### config.mk
export PLATFORM = sky130hd
export DESIGN_NAME = lcd_frame_scan
export DESIGN_NICKNAME = d
export VERILOG_FILES = /design/src/rtl/lcd_frame_scan.sv
export SDC_FILE = /design/constraint.sdc
export NUM_CORES = 1
export LEC_CHECK = 0
export BUFFER_PORTS_ARGS = -buffer_cell sky130_fd_sc_hd__buf_2
export CAP_MARGIN = 25
export CORE_UTILIZATION = 54
export CTS_CLUSTER_DIAMETER = 30
export CTS_CLUSTER_SIZE = 25
export DETAILED_ROUTE_END_ITERATION = 8
export GPL_TIMING_DRIVEN = 0
export PLACE_DENSITY_LB_ADDON = 0.2
export SYNTH_ARGS = -nofsm -noshare
export SYNTH_HDL_FRONTEND = slang
export SYNTH_SLANG_ARGS = --single-unit
### constraint.sdc
create_clock -name clk -period 2.6 [get_ports clk]
set_input_delay 0.26 -clock clk [delete_from_list [all_inputs] [get_ports clk]]
set_output_delay 0.26 -clock clk [all_outputs]
set_load 0.1 [all_outputs]
### src/rtl/lcd_frame_scan.sv
// Frame scanner: on a rising done, reads the 8x8 image out of IRB in raster order and streams it
// to the panel over valid/ready with row/frame markers. Optional checksum: LCD_SCAN_CKSUM_EN.
module lcd_frame_scan #(
  parameter int IMG_W = 8,
  parameter int IMG_H = 8,
  parameter int AW    = 6,
  parameter int DW    = 8
) (
  input  logic          clk,
  input  logic          reset,
  input  logic          done,
  input  logic [DW-1:0] irb_q,
  output logic [AW-1:0] irb_a,
  output logic          irb_cen,
  output logic          bus_own,
  output logic [DW-1:0] pix_data,
  output logic          pix_valid,
  input  logic          pix_ready,
  output logic          row_start,
  output logic          frame_end,
`ifdef LCD_SCAN_CKSUM_EN
  output logic [15:0]   cksum,
  output logic          cksum_valid,
`endif
  output logic          scan_busy
);

  localparam int            NPIX      = IMG_W * IMG_H;
  localparam logic [AW-1:0] LAST_ADDR = AW'(NPIX - 1);
  localparam logic [AW-1:0] ROW_LEN   = AW'(IMG_W);

  typedef enum logic [1:0] {IDLE, SCAN, DRAIN} state_t;

  typedef struct packed {
    logic          row_start;
    logic          frame_end;
    logic [DW-1:0] data;
  } entry_t;

  state_t        state, state_nxt;
  logic          done_d;
  logic [AW-1:0] rd_ptr;
  logic          inflight;
  logic [AW-1:0] inflight_addr;
  entry_t        fifo_mem [2];
  logic          wr_idx, rd_idx;
  logic [1:0]    fifo_count;
  logic [1:0]    credit_used;
  logic          start, issue, push, pop;
  entry_t        head, push_entry;

  assign head      = fifo_mem[rd_idx];
  assign pix_valid = (fifo_count != 2'd0);
  assign pix_data  = pix_valid ? head.data : '0;
  assign row_start = pix_valid & head.row_start;
  assign frame_end = pix_valid & head.frame_end;

  assign pop   = pix_valid & pix_ready;
  assign push  = inflight;
  assign start = (state == IDLE) & done & ~done_d;

  // A read claims a FIFO slot for the cycle its data lands; a pop in the same
  // cycle frees one, which is what sustains one pixel per cycle.
  assign credit_used = fifo_count + {1'b0, inflight} - {1'b0, pop};
  assign issue       = (state == SCAN) && (credit_used < 2'd2);

  assign irb_cen   = ~issue;
  assign irb_a     = issue ? rd_ptr : '0;
  assign bus_own   = (state == SCAN);
  assign scan_busy = (state != IDLE);

  assign push_entry.row_start = ((inflight_addr % ROW_LEN) == '0);
  assign push_entry.frame_end = (inflight_addr == LAST_ADDR);
  assign push_entry.data      = irb_q;

  // NOTE: combinational process assigns a default first so no path infers a latch.
  always_comb begin
    state_nxt = state;
    case (state)
      IDLE:    if (start) state_nxt = SCAN;
      SCAN:    if (issue && rd_ptr == LAST_ADDR) state_nxt = DRAIN;
      DRAIN:   if (pop && head.frame_end) state_nxt = IDLE;
      default: state_nxt = IDLE;
    endcase
  end

  // NOTE: sequential state uses non-blocking assignments so every register samples pre-edge values.
  always_ff @(posedge clk) begin
    if (!reset) begin
      state         <= IDLE;
      done_d        <= 1'b0;
      rd_ptr        <= '0;
      inflight      <= 1'b0;
      inflight_addr <= '0;
      wr_idx        <= 1'b0;
      rd_idx        <= 1'b0;
      fifo_count    <= 2'd0;
    end else begin
      state    <= state_nxt;
      done_d   <= done;
      inflight <= issue;
      if (start)
        rd_ptr <= '0;
      else if (issue && rd_ptr != LAST_ADDR)
        rd_ptr <= rd_ptr + 1'b1;
      if (issue) inflight_addr <= rd_ptr;
      if (push)  wr_idx <= ~wr_idx;
      if (pop)   rd_idx <= ~rd_idx;
      fifo_count <= fifo_count + {1'b0, push} - {1'b0, pop};
    end
  end

  // NOTE: FIFO storage is not reset; fifo_count gates everything read from it.
  always_ff @(posedge clk) begin
    if (push) fifo_mem[wr_idx] <= push_entry;
  end

`ifdef LCD_SCAN_CKSUM_EN
  always_ff @(posedge clk) begin
    if (!reset) begin
      cksum       <= 16'h0000;
      cksum_valid <= 1'b0;
    end else begin
      cksum_valid <= pop & head.frame_end;
      if (start)
        cksum <= 16'h0000;
      else if (pop)
        cksum <= cksum + 16'(pix_data);
    end
  end
`endif

endmodule
# Word-level counts from Yosys, hierarchy flattened
# Memory sizes are Yosys's and may differ from the RTL's. A register that Yosys moved wholly into a read port is not among the register bits.
# Cells that the tools add are included.
# op_classes
n_lt_le_gt_ge,1
eq_ne,8
n_addsub,3
n_reduce_logical,10
n_mux,10
bitwise,10
# ops
operator,count
6-bit equality test (second input constant),2
8-bit 2-to-1 mux,1
6-bit by 1-bit adder with 6-bit output (second input constant),1
6-bit zero test,1
2-bit 2-to-1 mux,3
6-bit 2-to-1 mux,1
6-bit inequality test (second input constant),1
2-bit case mux with 3 select lines,1
1-bit AND,5
1-bit NOT,5
1-bit logical AND,4
1-bit 2-to-1 mux,4
2-bit inequality test (second input constant),2
2-bit nonzero test,2
3-bit AND reduction,1
2-bit by 1-bit adder with 2-bit output,1
2-bit by 1-bit equality test with 1-bit output (second input constant),1
2-bit equality test (second input constant),1
2-bit zero test,1
2-bit less-than comparator (second input constant),1
2-bit by 1-bit inequality test with 1-bit output (second input constant),1
2-bit OR reduction,1
2-bit by 1-bit subtractor with 2-bit output,1
# totals
inputBits,12
mem_count,1
regBits,20
mem_bits_rw,20
out_inout_bits,20
word_cells,51
# mem_list
name,depth,width,rd,rd_clocked_by_memory_dff,wr,line_no,text
fifo_mem,2,10,1,1,1,45,entry_t fifo_mem [2];

# Longest topological paths before layout
# Gate-level depths: netlist of the first run.
# logic_depth
depth_word,8
depth_mapped,11

# Least setup slack after synthesis of the first run
# Ideal clock, no wire load.
# synth_path
path_type,register -> output
startpoint,register state[0]
endpoint,output irb_a[4]
setup_slack_ns,-0.698
path_buffers,1
path_stages_with_launch,6
t_arrival_ns,3.038
cell_sequence,dfxtp_1 nor2b_1 and2_4 buf_6 nand2_1 inv_1
# synth_between
elab_chain_cells,3
# synth_rtl
element,line_no,text
"start, declared",40,"state_t state, state_nxt;"
"start signal, assigned",99,state <= state_nxt;
2-bit by 1-bit equality test with 1-bit output,-,
via bus_own,15,"output logic bus_own,"
1-bit logical AND,65,assign issue = (state == SCAN) && (credit_used < 2'd2);
6-bit 2-to-1 mux,68,assign irb_a = issue ? rd_ptr : '0;
"end, declared",13,"output logic [AW-1:0] irb_a,"
# The timed path passes the listed nets, and every way through them passes these cells.

# Worst setup path after layout of the first run
# layout_path
startpoint,register fifo_count[1]
endpoint,output irb_a[1]
# layout_between
elab_chain_cells,6
elab_cells_between_ends,7
# layout_rtl
element,line_no,text
"start, declared",47,logic [1:0] fifo_count;
"start signal, assigned",109,"fifo_count <= fifo_count + {1'b0, push} - {1'b0, pop};"
2-bit nonzero test,53,assign pix_valid = (fifo_count != 2'd0);
1-bit AND,58,assign pop = pix_valid & pix_ready;
via pop,49,"logic start, issue, push, pop;"
2-bit by 1-bit subtractor with 2-bit output,64,"assign credit_used = fifo_count + {1'b0, inflight} - {1'b0, pop};"
2-bit less-than comparator,65,
1-bit logical AND,65,
6-bit 2-to-1 mux,68,
# The timed path passes the listed nets, and every way through them passes these cells.

==> run summary, run 1 <==
The run finished with clean final reports. Setup repair after global routing left no endpoint under its margin. The clock share of power was 0.134. Number of top-level pins: 32. After clock tree synthesis, the flow added hold-fix buffers numbering 0. The die is 59.04 um tall. After routing, the total negative slack on setup checks comes to 0 ns.

Setup violations remaining at the end of the flow were counted as 0. The leakage power of the design came out at 0.8927 nW. Synthesis inferred 41 register bits.

Share of synthesized registers carrying an async set or reset: 0. The cell with the largest stage delay on the worst path is sky130_fd_sc_hd__dfxtp_2. The run gives 2.21 ns as the critical path data arrival time.

Counting buffers and inverters, the worst setup path is 10 cells deep. The most utilized layer in the global route result is met2. In this run the most critical hold path is launched from irb_q[3]. For the pin with the worst max-slew slack, the measured transition is 0.9354 ns.

The number of inserted diodes was 0; the area of the core was 0.003078 sq mm. The die footprint was 0.003485 sq mm. The initial standard-cell utilization of the core is 0.5707, and the DRC violation total after the first TritonRoute iteration is 36. The power per cell area is 1001 mW/mm^2. A synthesized cell averages 11.63 sq um. The tools report the number of antenna-violating nets in the routed design as 0. Counting the fill cells in the layout gives 219. The normalized max-slew margin is 0.3751, and the largest net degree at the start of global routing is 14. The run gives 0.07860 as the met3 capacity usage during global routing.

The maximum level of the CTS H-tree is 2. Count of final hold-check violations: 0. In this run the critical register-to-register path is captured at rd_ptr[1]. The net count of the finished layout is 209. The critical path contains buffers and inverters numbering 4 combined. The worst setup path is launched from a flop. The tightest min-delay check is of the input port to flop type. The part of the total power dissipated in sequential elements is 0.343, and the clock period minus final worst setup slack is 2.471 ns. The net count of the mapped netlist was 166. The mean routed wirelength per cell came out at 13.10 um. During synthesis, Yosys emitted a total of 0 warnings.

Across the routed clock network, the largest skew measured is 0.008834 ns. The start of the worst register-to-register path was fifo_count[1]. For the setup slack on the worst flop-to-flop path, the log shows 0.52 ns. Traced cell by cell, the critical path runs through o21ai_2, inv_2, ha_4, inv_2, ha_2, xnor3_2, and2_4, nand2_4, clkinvlp_4, buf_12. For the total routing usage reported by global routing, the log shows 0.2001.

On the critical path the largest part of the delay comes from adder cells. The count of non-filler cells in the finished layout came out at 239. The tightest hold path in the finished design has a slack of 0.09665 ns. Compared with the post-synthesis result, the final layout area differs by 26.28%.

From left edge to right edge, the die measures 59.04 um. STA classifies the critical path endpoint as an output pin. The most used flip-flop cell after synthesis is sky130_fd_sc_hd__dfxtp_1.

The final period utilization works out to 0.9506. The run gives 1,230 as the number of vias after detailed routing. The type of the worst setup path is flop to output pin. Routability-driven placement finished with a final weighted congestion of 0.8284.

The number of pins exceeding their max-slew limit in the final report is 0, and the met2 track demand over resource in global routing is 0.3604. For this run, the slowest stage of the critical path takes 0.35 ns. The maximum vdd ir drop is 0.4723 mV, and the total clock buffers created by CTS is 5. The cell area that synthesis handed to floorplanning was 0.001757 sq mm. The root buffer cell chosen for the clock tree is sky130_fd_sc_hd__clkbuf_4.

The run gives 41 as the number of clock sinks seen by CTS. Counting cells, the worst reg-to-reg path comes to 11. The maximum clock path buffer count was 2; the placed wire-length estimate was 2188 um. Clock latency on the worst-skew pair, taken at its later pin, is 0.34 ns. The floorplan has 20 rows. The internal power of the cells totals 0.001106 W. The total power of the final layout came out at 0.002220 W. After technology mapping, the gate count stands at 151.

The flip-flop and latch area is 0.001023 sq mm. The library cell appearing most often on the critical path was sky130_fd_sc_hd__inv_2. The initial antenna violation count is 0. The tools report the required time of the critical path as 2.34 ns. In this run the worst path has a maximum fanout of 7. Dividing the detail-routed via count by the number of cells gives 5.146. For this run, the top clock speed supported by timing is 0.4046 GHz. The tools report the total overflow reported by the global router as 0. The first detailed-routing pass took 4 iterations. In this run the worst setup path begins at fifo_count[1].

Max-cap violations in this run came to 0. The clock-pin slew on the worst setup and hold paths is 0.12 ns, and the count of placed standard cells including taps is 226. Counting flops with a built-in enable in the synthesized netlist gives 20.

For this block, the routed nets add up to 3132 um of wire. The critical path ends at irb_a[1]. The switching power came out at 0.001114 W. The number of input and output port buffers inserted works out to 31. Met1 routing resource usage after global routing: 0.2135. TritonCTS built the clock tree. Combined area of the multi-input logic cells: 721.9 sq um.

The switching share of total power was 0.5019. The sequential area share after synthesis came out at 0.5812. The via count of the first global-routing pass is 1,152. For this run, design rule violations remaining after detail routing come to 0.

The netlist uses 36 different library cells. The first global-routing pass estimated 5016 um of wire. The fraction of final layout cells with drive strength greater than 1 is 0.4103, and the combinational cell fraction of total power is 0.523.
==> final cells by class <==
class	instances	area share
Clock inverter	2	0.005076
Inverter	11	0.03271
Clock buffer	6	0.01861
Tap cell	44	0.02482
Timing Repair Buffer	37	0.1263
Sequential cell	41	0.4614
Multi-Input combinational cell	95	0.3254
Buffer	3	0.005640
==> worst reg2reg max path, stage by stage, from the launching register on <==
cell                       delay [ns]
sky130_fd_sc_hd__dfxtp_2         0.35
sky130_fd_sc_hd__o21ai_2         0.16
sky130_fd_sc_hd__inv_2           0.06
sky130_fd_sc_hd__ha_4            0.23
sky130_fd_sc_hd__inv_2           0.04
sky130_fd_sc_hd__ha_2            0.15
sky130_fd_sc_hd__xnor3_2         0.24
sky130_fd_sc_hd__buf_4           0.16
sky130_fd_sc_hd__buf_4           0.14
sky130_fd_sc_hd__o211ai_1        0.15
sky130_fd_sc_hd__mux2i_1         0.23
sky130_fd_sc_hd__nor2_1          0.05
==> logic make-up (layout without fill, tap and decap cells) <==
| family | Yosys count | after routing | synth area share |
|---|---|---|---|
| and+or+nand+nor | 60 | 60 | 0.1823 |
| DFF | 41 | 41 | 0.5812 |
| AOI/OAI and AO/OA | 17 | 17 | 0.07976 |
| buffers and inverters | 15 | 59 | 0.04416 |
| muxes | 11 | 11 | 0.06268 |
| xor gates and xnor gates | 4 | 4 | 0.02849 |
| adders and majority gates | 3 | 3 | 0.02137 |
==> sequential cells by signal (all words and copies together) (netlist names), named ones only <==
name           count
rd_ptr             6
done_d             1
inflight_addr      6
rd_idx             1
fifo_count         2
state              2
fifo_mem          20
inflight           1
wr_idx             1
==> cell usage after synthesis, types with 2 or more instances <==
cell type	instances	share of area
sky130_fd_sc_hd__and3_1	2	0.0071
sky130_fd_sc_hd__nand2_2	7	0.025
sky130_fd_sc_hd__clkbuf_1	2	0.0043
sky130_fd_sc_hd__a21oi_1	3	0.0085
sky130_fd_sc_hd__nand3_1	3	0.0085
sky130_fd_sc_hd__nor3_1	2	0.0057
sky130_fd_sc_hd__mux2i_1	11	0.063
sky130_fd_sc_hd__o21ai_0	3	0.0085
sky130_fd_sc_hd__edfxtp_1	20	0.34
sky130_fd_sc_hd__nor2_1	16	0.034
sky130_fd_sc_hd__ha_1	3	0.021
sky130_fd_sc_hd__dfxtp_1	21	0.24
sky130_fd_sc_hd__nand4_1	3	0.011
sky130_fd_sc_hd__nand2_1	8	0.017
sky130_fd_sc_hd__xor2_1	2	0.010
sky130_fd_sc_hd__a21boi_2	6	0.038
sky130_fd_sc_hd__inv_1	10	0.021
sky130_fd_sc_hd__and2_1	6	0.021
sky130_fd_sc_hd__nor2b_1	6	0.021
==> layer usage <==
| metal | share of wire | wire (um) | vias to the layer above |
|---|---|---|---|
| met2 | 0.54 | 1689 | 34 |
| li1 | - | - | 604 |
| met5 | 0 | 0 | - |
| met3 | 0.054 | 169 | 4 |
| met4 | 0.012 | 38 | 0 |
| met1 | 0.39 | 1235 | 588 |
==> per-stage QoR <==
stage	setup slack [ns]	util	cell area, sq um
floorplan	0.07488	-	1783
CTS	-0.01552	0.6907	2126
global route	0.003016	0.7207	2218
global placement	-0.1365	0.6476	1993
detailed placement	-0.1914	0.6476	1993
finish	0.1286	0.7207	2218
==> power groups by stage <==
stage               clock network (W)  registers, W  logic (W)
finish                       0.000297      0.000762    0.00116
global route                 0.000342      0.000768    0.00122
CTS                          0.000310      0.000759    0.00114
detailed placement                  0      0.000769    0.00108
global placement                    0      0.000765    0.00106
floorplan                           0      0.000762   0.000933
==> how the worst min path moves through the flow <==
stage	end	cells after the start
2_1_floorplan	fifo_mem[0][0]	0
3_3_place_gp	fifo_mem[1][4]	1
3_5_place_dp	fifo_mem[1][3]	1
4_1_cts	fifo_mem[1][3]	1
5_1_grt	fifo_mem[1][1]	1
6_report	fifo_mem[1][3]	1
==> placed cells by master (no fill, tap or decap), types with 2 or more instances in the layout <==
cell type                    instances
sky130_fd_sc_hd__inv_2               2
sky130_fd_sc_hd__a21oi_1             3
sky130_fd_sc_hd__dfxtp_2             2
sky130_fd_sc_hd__edfxtp_1           20
sky130_fd_sc_hd__clkinvlp_4          6
sky130_fd_sc_hd__buf_2              25
sky130_fd_sc_hd__nand2_2             7
sky130_fd_sc_hd__and2_1              6
sky130_fd_sc_hd__o21ai_0             2
sky130_fd_sc_hd__nand2_1             3
sky130_fd_sc_hd__dfxtp_1            19
sky130_fd_sc_hd__xor2_1              2
sky130_fd_sc_hd__clkbuf_4            5
sky130_fd_sc_hd__buf_4               8
sky130_fd_sc_hd__buf_12              5
sky130_fd_sc_hd__inv_1               3
sky130_fd_sc_hd__nor2_1             16
sky130_fd_sc_hd__and3_1              2
sky130_fd_sc_hd__clkbuf_1            3
sky130_fd_sc_hd__nand2_4             5
sky130_fd_sc_hd__a21boi_2            6
sky130_fd_sc_hd__nand4_1             3
sky130_fd_sc_hd__mux2i_1            11
sky130_fd_sc_hd__nor3_1              2
sky130_fd_sc_hd__nor2b_1             5
sky130_fd_sc_hd__nand3_1             3
==> repair_timing <==
action / CTS / global route
pin swaps: 1 / 5
gates cloned: 0 / 0
buffers inserted: 3 / 3
endpoints found under the setup margin: 7 / 7
gates resized for setup: 21 / 19
Power figures use the tool's default switching activity.
==> run 2: changes to the inputs <==
==> constraint.sdc (replaced) <==
create_clock -name clk -period 2.6 [get_ports clk]
set_input_delay 0.52 -clock clk [delete_from_list [all_inputs] [get_ports clk]]
set_output_delay 0.52 -clock clk [all_outputs]
set_load 0.1 [all_outputs]
==> run 2 against run 1 <==
- the run now ends with setup timing left
- wire length is 11% higher
- cell area increased by 5.4%
- flip-flop and latch count unchanged
- critical path type unchanged
- critical endpoint is now irb_a[5]
- largest cell class unchanged
- largest power group unchanged
==> run summary, run 2 (synthesized netlist as in run 1, its figures left out) <==
The run finished, with violations left. The checks that failed: setup timing. Setup repair after global routing could not meet its margin everywhere. Subtracting the final worst setup slack from the clock period gives 2.819 ns.

The worst register-to-register path begins at fifo_count[1]. For the total routing usage reported by global routing, the log shows 0.2135. In the layout the commonest cells are sky130_fd_sc_hd__buf_2 (25), sky130_fd_sc_hd__edfxtp_1 (20), sky130_fd_sc_hd__dfxtp_1 (19). In this run the register-to-register setup slack is 0.30 ns. For the number of clock sinks seen by CTS, the log shows 41. For the worst setup path, the data required time is 2.08 ns. The via count of the first global-routing pass came out at 1,248.

The run gives 0.7594 as the share of the core filled with cells in the final layout. The analysis attributes to cell leakage a power of 0.9507 nW. The signal on the critical path passes through o21ai_2, inv_1, ha_1, inv_1, ha_2, xnor3_2, and2_4, nand2_4, clkinvlp_4, buf_12. The switching share of total power works out to 0.4925.

The tools report the placed wire-length estimate as 2288 um. The placed cell area came out at 0.002038 sq mm. The largest individual stage delay along the critical path comes from the cell sky130_fd_sc_hd__dfxtp_2.

The normalized max-slew margin was 0.3833; the number of vias after detailed routing was 1,265. The number of pins exceeding their max-slew limit in the final report was 0; the power per cell area was 997.9 mW/mm^2. The run gives -0.2193 ns as the least setup slack across all paths after layout. In this run the most critical hold path is launched from irb_q[5].

The worst hold path stage count is 1. The number of antenna diodes in the final layout is 0. The most common library cell in the layout ignoring fill and taps is sky130_fd_sc_hd__buf_2.

For the combinational cell fraction of total power, the log shows 0.545. The library cell appearing most often on the critical path was sky130_fd_sc_hd__inv_1. In the final layout, the registers with the most flip-flops are fifo_mem (20), inflight_addr (6), rd_ptr (6).

The part of the total power dissipated in sequential elements is 0.326, and the global placer's final weighted congestion is 0.8581. After detailed routing, the average wire length per cell comes to 13.85 um. The chip height is 59.04 um. The worst setup path is launched from a flop. Initial standard-cell utilization of the core: 0.5707. The transition time at the pin with the least slew margin was 0.9232 ns; the maximum level of the CTS H-tree was 2. For this run, design rule violations remaining after detail routing come to 0.

The class of the tightest hold or removal check was input port to flop. The length of the first detailed-routing pass in iterations is 4, and the vias per cell is 5.060. Setup violations remaining at the end of the flow were counted as 7.

The first global-routing pass estimated 5326 um of wire. The clock share of power is 0.129. Type of the worst setup path: flop to output pin. The hold path endpoint is fifo_mem[0][5]. Kind of end point of the critical path: an output pin. The flip-flop count of the largest register, all copies and words added came out at 20. The tools report the die footprint as 0.003485 sq mm.

The layout-stage area growth over the synthesis result is 33.05%, and the maximum clock path buffer count is 2. Of all nets on the critical path, the largest fanout is 7. The internal portion of the total power is 0.001184 W.

The final period utilization works out to 1.084. TritonCTS built the clock tree. The number of top-level pins is 32, and the number of core rows is 20. Adding up every negative setup slack in the final design gives -1.426 ns.

Timing would allow up to 0.3547 GHz. The fraction of final layout cells with drive strength greater than 1 is 0.4369. The DRC violation total after the first TritonRoute iteration was 40; the initial antenna violation count was 0.

Clock-pin slew was measured on the worst setup and hold paths at 0.11 ns. The total routed wirelength was 3462 um; the finished layout cell area was 0.002337 sq mm. In this run the power spent charging and discharging nets is 0.001149 W.

The root buffer cell chosen for the clock tree is sky130_fd_sc_hd__clkbuf_4. STA puts the critical path data arrival time at 2.30 ns. For the hold buffer count at CTS, the log shows 0. The floorplan step set the die width to 59.04 um. Port buffering added 31 buffers. After global routing the overflow that remains totals 0. The count of final hold-check violations was 0; the total clock buffers created by CTS was 5.

In this run the remaining antenna-violating nets after routing total 0. For this run, the slowest stage of the critical path takes 0.35 ns. The most flop-heavy register was fifo_mem. The insertion delay of the later-clocked pin in the worst-skew pair is 0.35 ns, and the number of cell instances on the worst register-to-register path is 12.

The tool flagged a number of max-cap violations equal to 0. VDD sags by at most 0.5366 mV. The largest net degree at the start of global routing is 13. The endpoint identified for the worst register-to-register timing path is rd_ptr[1]. In the final design database the tool counted 220 nets. Clock skew on the completed layout was measured at 0.008345 ns.

The core region is 0.003078 sq mm.
-- run 2: timing repair --
item | in CTS | in global routing
pin swaps | 8 | 4
resized for setup | 29 | 6
endpoints found under the setup margin | 7 | 7
buffers inserted | 9 | 8
gates cloned | 0 | 0
-- run 2: routing by layer --
layer / wire length, um / GRT usage / vias to the layer above
met3: 155 / 0.06332 / 11
met2: 1886 / 0.3831 / 44
met1: 1355 / 0.2289 / 582
met5: 0 / 0 / -
met4: 64 / 0.1020 / 0
li1: - / - / 628
-- run 2: layout make-up --
cell class	count	area, sq um
flip-flops and latches	41	1023
fillers	201	740.7
multi-input cells	95	718.2
repair buffers	48	404.1
inverters	11	72.57
well taps	44	55.05
clock buffers	6	41.29
plain buffers	3	12.51
clock inverters	2	10.01
-- run 2: power by group through the flow --
stage          sequential, W  clock, W  combinational [W]
6_report            0.000760  0.000301            0.00127
5_1_grt             0.000766  0.000337            0.00133
4_1_cts             0.000758  0.000309            0.00116
3_5_place_dp        0.000773         0            0.00111
3_3_place_gp        0.000770         0            0.00109
2_1_floorplan       0.000766         0           0.000958
-- run 2: stage by stage --
step / hold WS (ns) / total power, W / setup slack (ns) / instances
after floorplan: 0.4415 / 0.001724 / -0.1057 / 151
after global placement: 0.4493 / 0.001856 / -0.3222 / 226
after detailed placement: 0.4617 / 0.001878 / -0.3580 / 226
after CTS: 0.3452 / 0.002230 / -0.2289 / 242
after global routing: 0.3367 / 0.002433 / -0.3244 / 250
final: 0.3645 / 0.002332 / -0.2193 / 250
-- run 2: how the worst max path moves through the flow --
stage                  start        to  slack [ns]  cells after the start
6_report       fifo_count[1]  irb_a[5]       -0.22                     10
3_5_place_dp       pix_ready  irb_a[4]       -0.36                     12
5_1_grt        fifo_count[1]  irb_a[5]       -0.32                     10
4_1_cts        fifo_count[0]  irb_a[2]       -0.23                     10
3_3_place_gp       pix_ready  irb_a[4]       -0.32                     12
2_1_floorplan      pix_ready  irb_a[0]       -0.11                     10
-- run 2: critical path, delay by kind of cell, from the launching register on --
kind / cells / cell delay [ns]
and+or+nand+nor: 2 / 0.33
xor gates and xnor gates: 1 / 0.27
adders and majority gates: 2 / 0.44
buffers and inverters: 4 / 0.41
DFF: 1 / 0.35
AOI/OAI and AO/OA: 1 / 0.16
==> run 3: changes to the inputs <==
--- a/config.mk
+++ b/config.mk
@@ -7,6 +7,7 @@
 export LEC_CHECK = 0
 export BUFFER_PORTS_ARGS = -buffer_cell sky130_fd_sc_hd__buf_2
 export CAP_MARGIN = 25
+export CORE_MARGIN = 2
 export CORE_UTILIZATION = 54
 export CTS_CLUSTER_DIAMETER = 30
 export CTS_CLUSTER_SIZE = 25
==> run 3 against run 2 <==
- the flow still finishes with violations (setup timing)
- hold slack worse by 0.018 ns
- flip-flop and latch count unchanged
- largest cell class unchanged
- clock skew increased by 0.0060 ns
- wire length up 1.9%
- final cell count shrank 0.40%
- first-iteration DRC count is 28% lower
- cell area is 0.91% higher
- non-clock buffer count fell by 1
- critical endpoint unchanged
- clock-buffer cell count shrank 1
- register-to-register slack got worse by 0.06 ns
==> run summary, run 3 (synthesized netlist as in run 1, its figures left out) <==
The run finished, with violations left. The checks that failed: setup timing. The largest registers in the layout are fifo_mem (20), inflight_addr (6), rd_ptr (6). For the initial antenna violation count, the log shows 0. Kind of end point of the critical path: an output pin.

The worst path needs 2.810 ns of the cycle, external delays included. The flip-flop count of the largest register, all copies and words added was 20; the DRC violation total after the first TritonRoute iteration was 29. Measured along the y axis, the die boundary spans 61.04 um.

Across all layers, the routed design uses 1,266 vias. For the number of pins exceeding their max-slew limit in the final report, the log shows 0. The transition time at the pin with the least slew margin works out to 0.9665 ns. Class of the tightest hold or removal check: input port to flop. For the leakage power of the design, the log shows 0.9553 nW. The tools report the placed wire-length estimate as 2264 um. For the initial standard-cell utilization of the core, the log shows 0.5707. The count of non-filler cells in the finished layout is 249, and the maximum clock path buffer count is 2. In this run the power density over the cells is 1036 mW/mm^2. Cell at the root of the clock tree: sky130_fd_sc_hd__clkbuf_4. The congestion estimate from routability-driven global placement came to 0.7745.

In this run, CTS created clock tree buffers numbering 5. The filler cell count was 206. In the layout the commonest cells are sky130_fd_sc_hd__buf_2 (25), sky130_fd_sc_hd__edfxtp_1 (20), sky130_fd_sc_hd__dfxtp_1 (19).

In the routed design, unresolved DRC markers number 0. The tools report the maximum vdd ir drop as 0.5264 mV. The worst setup path is launched from a flop.

The final total negative setup slack is -1.304 ns. More flip-flops sit in one register than any other, and that register is fifo_mem. For this run, the detailed router's first-pass iteration total came to 4. The tools report the insertion delay of the later-clocked pin in the worst-skew pair as 0.36 ns. The tools report the critical path data arrival time as 2.29 ns. The run gives 0.01439 ns as the setup clock skew after layout. The number of core rows was 20. TritonCTS built the clock tree. The first global-routing pass estimated 5699 um of wire. The tools report the count of final hold-check violations as 0. Setup repair after global routing could not meet its margin everywhere.

For the flip-flop and latch area, the log shows 0.001023 sq mm. The final layout contains routed wiring with a total length of 3529 um. For the layout net count, the log shows 219. The clock drives 41 sinks. The library cell used most frequently in the layout, excluding fill and tap cells, is sky130_fd_sc_hd__buf_2.

The total routing usage reported by global routing was 0.2189; the count of placed standard cells including taps was 226. The count of buffers added on input and output ports is 31. The fraction of final layout cells with drive strength greater than 1 works out to 0.4390.

Of all nets on the critical path, the largest fanout is 8. The layout-stage area growth over the synthesis result is 34.26%. The final period utilization works out to 1.081.

For the normalized max-slew margin, the log shows 0.3543. The fmax came out at 0.3559 GHz. Summed over all layers, the global routing overflow is 0. The total setup violations reported at the end of the flow came out at 7.

For the max-capacitance violation count, the log shows 0. Die width: 61.04 um. The number of inserted diodes was 0. The worst setup path is of the flop to output pin kind. The clock-pin slew on the worst setup and hold paths came out at 0.12 ns. The floorplan step defined a die boundary enclosing 0.003725 sq mm. Dividing the detail-routed via count by the number of cells gives 5.084. The total power of the final layout is 0.002444 W, and the required time of the critical path is 2.08 ns. After detailed routing, the average wire length per cell comes to 14.17 um. The post-placement setup slack was -0.3981 ns; the number of antenna-violating nets in the routed design was 0. The via count of the first global-routing pass came out at 1,258.

The total area inside the core boundary comes to 0.003078 sq mm. The tools report the largest net degree at the start of global routing as 15. Combined area of the multi-input logic cells: 718.2 sq um. The number of top-level pins is 32, and the least setup slack across all paths after layout is -0.2098 ns. The H-tree was split into 2 levels.
run 3: where the power goes:
| group | switching [W] | total [W] | internal (W) |
|---|---|---|---|
| logic | 0.000918 | 0.00126 | 0.000343 |
| clock network | 0.000216 | 0.000420 | 0.000204 |
| registers | 0.0000314 | 0.000763 | 0.000732 |
run 3: what timing repair did:
item,4_1_cts,5_1_grt
endpoints found under the hold margin,0,0
resized for setup,33,1
hold buffers,0,0
pin swaps,4,2
setup buffers,12,4
setup endpoints to repair,7,7
run 3: final cells by class:
type                       instances  share of cell area
buffer                             3            0.005305
clock buffer                       5             0.01592
clock inverter                     3             0.01963
inverter                          11             0.03077
multi-input combinational         95              0.3045
sequential                        41              0.4340
tap                               44             0.02334
timing repair buffer              47              0.1666
run 3: worst paths after layout:
check                        start          endpoint  slack, ns  depth (start not counted)
setup reg to reg     fifo_count[1]  inflight_addr[4]       0.24                         14
hold / removal            irb_q[3]    fifo_mem[1][3]       0.35                          1
setup / recovery     fifo_count[1]          irb_a[5]      -0.21                         10
hold reg to reg   inflight_addr[5]  inflight_addr[5]       0.48                          2
run 3: critical path: stages (launching register included):
cell and delay [ns]:
sky130_fd_sc_hd__dfxtp_2 0.35, sky130_fd_sc_hd__o21ai_2 0.15, sky130_fd_sc_hd__inv_1 0.06, sky130_fd_sc_hd__ha_1 0.26, sky130_fd_sc_hd__inv_1 0.06, sky130_fd_sc_hd__ha_2 0.16
sky130_fd_sc_hd__xnor3_2 0.26, sky130_fd_sc_hd__and2_4 0.25, sky130_fd_sc_hd__nand2_4 0.10, sky130_fd_sc_hd__clkinvlp_4 0.10, sky130_fd_sc_hd__buf_12 0.17
run 3: layer usage:
| metal | up-vias | wire length [um] | global-route usage |
|---|---|---|---|
| li1 | 627 | - | - |
| met5 | - | 0 | 0 |
| met3 | 7 | 137 | 0.07143 |
| met4 | 0 | 60 | 0.08696 |
| met2 | 24 | 1852 | 0.3860 |
| met1 | 608 | 1478 | 0.2438 |
run 3: metrics by stage:
step | utilization | hold WS, ns | area (sq um)
6_report | 0.7663 | 0.3470 | 2359
3_3_place_gp | 0.6622 | 0.4522 | 2038
2_1_floorplan | - | 0.4415 | 1828
4_1_cts | 0.7561 | 0.3241 | 2327
5_1_grt | 0.7663 | 0.3192 | 2359
3_5_place_dp | 0.6622 | 0.4567 | 2038
